--- src/rtl/tetron_shaper.sv ---
// Tetromino block-offset generator: latches a piece, proposes rotations,
// and commits or reverts them, with a one-cycle offset lookup stage.
module tetron_shaper #(
    parameter int unsigned COORD_W     = 5,
    parameter int unsigned I_FIRST_ROW = 1
) (
    input  logic               clk,
    input  logic               rst,
    input  logic               active,
    input  logic               load,
    input  logic [2:0]         shape,
    input  logic               rot_cw,
    input  logic               rot_ccw,
    input  logic               accept,
    input  logic               reject,
    output logic               busy,
    output logic               pending,
    output logic               out_valid,
    output logic [1:0]         rotation,
    output logic [2:0]         cur_shape,
    output logic [COORD_W-1:0] blk1_voffset,
    output logic [COORD_W-1:0] blk2_voffset,
    output logic [COORD_W-1:0] blk3_voffset,
    output logic [COORD_W-1:0] blk4_voffset,
    output logic [COORD_W-1:0] blk1_hoffset,
    output logic [COORD_W-1:0] blk2_hoffset,
    output logic [COORD_W-1:0] blk3_hoffset,
    output logic [COORD_W-1:0] blk4_hoffset
);

    typedef enum logic [1:0] {IDLE, LOOKUP, STABLE, PENDING} state_t;

    state_t     state;
    logic       ret_pending;
    logic [1:0] prev_rot;
    logic       load_ok_c;
    logic [1:0] lv [4];
    logic [1:0] lh [4];
    logic [1:0] smax;
    logic [1:0] tmp;

    assign load_ok_c = load && (shape != 3'd7);

    // Rotation-0 table for the latched piece, then up to three clockwise steps
    always_comb begin
        smax = (cur_shape == 3'd0) ? 2'd3 : 2'd2;
        tmp  = '0;
        for (int i = 0; i < 4; i++) begin
            lv[i] = '0;
            lh[i] = '0;
        end
        case (cur_shape)
            3'd0: begin
                for (int i = 0; i < 4; i++) begin
                    lv[i] = 2'(I_FIRST_ROW);
                    lh[i] = 2'(i);
                end
            end
            3'd1: begin lv = '{2'd0, 2'd1, 2'd0, 2'd1}; lh = '{2'd0, 2'd1, 2'd1, 2'd0}; end
            3'd2: begin lv = '{2'd0, 2'd1, 2'd1, 2'd1}; lh = '{2'd1, 2'd0, 2'd1, 2'd2}; end
            3'd3: begin lv = '{2'd0, 2'd0, 2'd1, 2'd1}; lh = '{2'd1, 2'd2, 2'd0, 2'd1}; end
            3'd4: begin lv = '{2'd0, 2'd0, 2'd1, 2'd1}; lh = '{2'd0, 2'd1, 2'd1, 2'd2}; end
            3'd5: begin lv = '{2'd0, 2'd1, 2'd1, 2'd1}; lh = '{2'd0, 2'd0, 2'd1, 2'd2}; end
            3'd6: begin lv = '{2'd0, 2'd1, 2'd1, 2'd1}; lh = '{2'd2, 2'd0, 2'd1, 2'd2}; end
            default: ;
        endcase
        // The O piece is rotation-invariant; its table is never rotated
        if (cur_shape != 3'd1) begin
            for (int s = 0; s < 3; s++) begin
                if (2'(s) < rotation) begin
                    for (int b = 0; b < 4; b++) begin
                        tmp   = lv[b];
                        lv[b] = lh[b];
                        lh[b] = smax - tmp;
                    end
                end
            end
        end
    end

    always_ff @(posedge clk) begin
        if (rst || !active) begin
            state        <= IDLE;
            ret_pending  <= 1'b0;
            prev_rot     <= '0;
            rotation     <= '0;
            cur_shape    <= '0;
            busy         <= 1'b0;
            pending      <= 1'b0;
            out_valid    <= 1'b0;
            blk1_voffset <= '0;
            blk2_voffset <= '0;
            blk3_voffset <= '0;
            blk4_voffset <= '0;
            blk1_hoffset <= '0;
            blk2_hoffset <= '0;
            blk3_hoffset <= '0;
            blk4_hoffset <= '0;
        end else begin
            case (state)
                IDLE, STABLE, PENDING: begin
                    // A load (even an illegal one) pre-empts every other command
                    if (load) begin
                        if (load_ok_c) begin
                            cur_shape   <= shape;
                            rotation    <= '0;
                            ret_pending <= 1'b0;
                            state       <= LOOKUP;
                            busy        <= 1'b1;
                            pending     <= 1'b0;
                            out_valid   <= 1'b0;
                        end
                    end else if (state == STABLE && (rot_cw ^ rot_ccw)) begin
                        prev_rot    <= rotation;
                        rotation    <= rot_cw ? rotation + 2'd1 : rotation - 2'd1;
                        ret_pending <= 1'b1;
                        state       <= LOOKUP;
                        busy        <= 1'b1;
                        out_valid   <= 1'b0;
                    end else if (state == PENDING && reject) begin
                        rotation    <= prev_rot;
                        ret_pending <= 1'b0;
                        state       <= LOOKUP;
                        busy        <= 1'b1;
                        pending     <= 1'b0;
                        out_valid   <= 1'b0;
                    end else if (state == PENDING && accept) begin
                        state   <= STABLE;
                        pending <= 1'b0;
                    end
                end
                LOOKUP: begin
                    blk1_voffset <= COORD_W'(lv[0]);
                    blk2_voffset <= COORD_W'(lv[1]);
                    blk3_voffset <= COORD_W'(lv[2]);
                    blk4_voffset <= COORD_W'(lv[3]);
                    blk1_hoffset <= COORD_W'(lh[0]);
                    blk2_hoffset <= COORD_W'(lh[1]);
                    blk3_hoffset <= COORD_W'(lh[2]);
                    blk4_hoffset <= COORD_W'(lh[3]);
                    state        <= ret_pending ? PENDING : STABLE;
                    busy         <= 1'b0;
                    pending      <= ret_pending;
                    out_valid    <= 1'b1;
                end
                default: state <= IDLE;
            endcase
        end
    end

endmodule

--- config.mk ---
export PLATFORM = sky130hd
export DESIGN_NAME = tetron_shaper
export DESIGN_NICKNAME = d
export VERILOG_FILES = /design/src/rtl/tetron_shaper.sv
export SDC_FILE = /design/constraint.sdc
export NUM_CORES = 1
export LEC_CHECK = 0
export ABC_AREA = 1
export CAP_MARGIN = 0
export CORE_MARGIN = 1.5
export CORE_UTILIZATION = 35
export DETAILED_ROUTE_END_ITERATION = 8
export GPL_TIMING_DRIVEN = 0
export SYNTH_ARGS = -nofsm -noshare
export SYNTH_HDL_FRONTEND = slang
export SYNTH_SLANG_ARGS = --single-unit
--- constraint.sdc ---
create_clock -name clk -period 4 [get_ports clk]
set_input_delay 0.8 -clock clk [delete_from_list [all_inputs] [get_ports clk]]
set_output_delay 0.8 -clock clk [all_outputs]
set_load 0.05 [all_outputs]
==> qor.yml <==
post-route-util: 0.454
diodes: 0
fmax_mhz: 396
power_density_nw_per_um2: 276
die_h_um: 86.7
cp-start-kind: "flop"
die_x_um: 86.7
p_sw_uw: 320
cap_violations: 0
worst_setup_path_end_kind: "flop"
port_buffers: 34
final_antenna_net_count: 0
hold_viol_final: 0
slew_headroom: 0.623
h-tree-depth: 2
vdd_drop_max_v: 0.000163
power.leakage_uw: 0.00154
post_cts_resized: 0
finalCritPeriodShare: 0.632
vias: 2559
synthToLayoutAreaGrowth_pct: 25.8
worst-setup-path-type: "reg -> reg"
gp_congestion: 0.889
drt-total-wl_um: 6170
fin_worst_skew_ns: 0.00344
cts_sinks: 29
crit_fanout: 14
drt_pass1_iterations: 4
clkPwrFrac: 0.293
clockBufferDepth: 2
top_register: "cur_shape"
hold_buffers: 0
ys_ff_latch: 29
grt_pass1_vias: 2440
max_slew.worst_pin.slew_ns: 0.564
dp_hpwl_um: 4770
cp.arrival_ns: 2.71
ys_warn_count: 0
intPower_uw: 532
cts-root-buf: "clkbuf_8"
combPwrFrac: 0.352
drt-vias-per-instance: 4.66
avgSynthCellArea_um2: 6.30
clk_latency_ns: 0.29
grt_overflow: 0
drc_errors: 0
drive_gt1_frac: 0.148
status: "completed"
pin_count: 59
rsz0062_at_grt: "false"
core_area_um2: 6790
syn_area_um2: 2450
syn_inst: 389
grt_max_degree: 15
std_cell_rows: 30
largest_reg_flops: 3
slew_viol_final: 0
cts_tree: "done"
antenna_found_initial: 0
min_period_ns: 2.53
final-setup-viol-count: 0
grt_first_pass_wirelength_um: 10700
crit_required_ns: 4.19
wl_per_cell_um: 11.2
finalSetupTns_ns: 0
start_util: 0.361
die_area_um2: 7510
swShare: 0.375
ys_types: 31
clk_transition_reported_paths_ns: 0.06
seq_area_frac_synth: 0.237
nets: 480
hp-class: "reg -> reg"
cts_setup_buffers: 0
cts_made_buffers: 5
grt_use_total: 0.179
power_frac_seq: 0.355
drt-initial-drc-count: 170
## area by class of cell
class,instances,area (um^2)
well taps,96,120
multi-input cells,303,1520
clock buffers,7,86.3
fillers,747,3710
flip-flops and latches,29,581
repair buffers,34,340
inverters,40,150
plain buffers,40,283
## final timing paths
check             startpoint               to  slack (ns)  cells after the start
max             cur_shape[2]  blk2_hoffset[1]        1.47                     13
min          blk1_voffset[1]  blk1_voffset[1]        0.45                      2
max reg2reg     cur_shape[2]  blk2_hoffset[1]        1.47                     13
min reg2reg  blk1_voffset[1]  blk1_voffset[1]        0.45                      2
## power groups by stage
| stage | sequential (uW) | clock, uW | combinational (uW) |
|---|---|---|---|
| floorplan | 329 | 0 | 216 |
| global placement | 309 | 0 | 296 |
| detailed placement | 309 | 0 | 297 |
| CTS | 303 | 255 | 298 |
| global route | 303 | 267 | 336 |
| finish | 303 | 250 | 300 |
## cell usage after synthesis, drive strengths merged
| cell type | number | share of area |
|---|---|---|
| nand2 | 111 | 0.18 |
| nand3 | 62 | 0.13 |
| inv | 40 | 0.061 |
| buf | 39 | 0.11 |
| nor2 | 33 | 0.066 |
| dfxtp | 29 | 0.24 |
| o21ai | 19 | 0.040 |
| a21oi | 17 | 0.036 |
| ha | 16 | 0.082 |
| o211ai | 5 | 0.015 |
| nand4 | 4 | 0.010 |
| or2 | 4 | 0.010 |
| and2 | 3 | 0.0077 |
| nor3 | 2 | 0.0041 |
| and3 | 1 | 0.0026 |
| clkbuf | 1 | 0.0015 |
| conb | 1 | 0.0015 |
| nand3b | 1 | 0.0031 |
| xor2 | 1 | 0.0036 |
## cell usage in the layout, fill, tap and decap left out, drive strengths merged
master | netlist | layout
a21oi | 17 | 17
and2 | 3 | 3
and3 | 1 | 1
buf | 39 | 39
clkbuf | 1 | 8
clkdlybuf4s50 | 0 | 34
conb | 1 | 24
dfxtp | 29 | 29
ha | 16 | 16
inv | 40 | 40
nand2 | 111 | 111
nand3 | 62 | 62
nand3b | 1 | 1
nand4 | 4 | 4
nor2 | 33 | 33
nor3 | 2 | 2
o211ai | 5 | 5
o21ai | 19 | 19
or2 | 4 | 4
xor2 | 1 | 1
## metrics by stage
step | hold slack (ns) | instances | setup WS, ns | instance area [um^2] | total power (uW)
2_1_floorplan | 0.439 | 412 | 1.45 | 2540 | 545
5_1_grt | 0.468 | 549 | 1.13 | 3080 | 906
3_3_place_gp | 0.441 | 542 | 1.47 | 3000 | 605
4_1_cts | 0.453 | 549 | 1.49 | 3080 | 855
3_5_place_dp | 0.442 | 542 | 1.50 | 3000 | 606
6_report | 0.448 | 549 | 1.47 | 3080 | 852
## kinds of logic after synthesis
family,count (synthesis),share of synthesized area
simple gates,221,0.408
xor+xnor,1,0.00358
fa+ha+maj,16,0.0817
buf+inv,80,0.177
other cells,1,0.00153
compound gates,41,0.0919
flops,29,0.237
## metal layers
layer,vias to the layer above,share of wire,GRT usage
li1,1331,-,-
met3,7,0.042,0.0314
met5,-,0,0
met2,59,0.48,0.308
met1,1162,0.47,0.224
met4,0,0.011,0.0601
## worst max-delay path, stage by stage (launching register included)
cell and delay, ns:
dfxtp_1 0.31, buf_4 0.17, nor2_4 0.14, nand2_1 0.37, ha_1 0.42, or2_2 0.28
nand3_1 0.11, and2_1 0.13, ha_1 0.18, inv_1 0.05, nand3_1 0.07, nand3_1 0.07
nand3_1 0.09, nand2_1 0.05
Power figures use the tool's default switching activity.
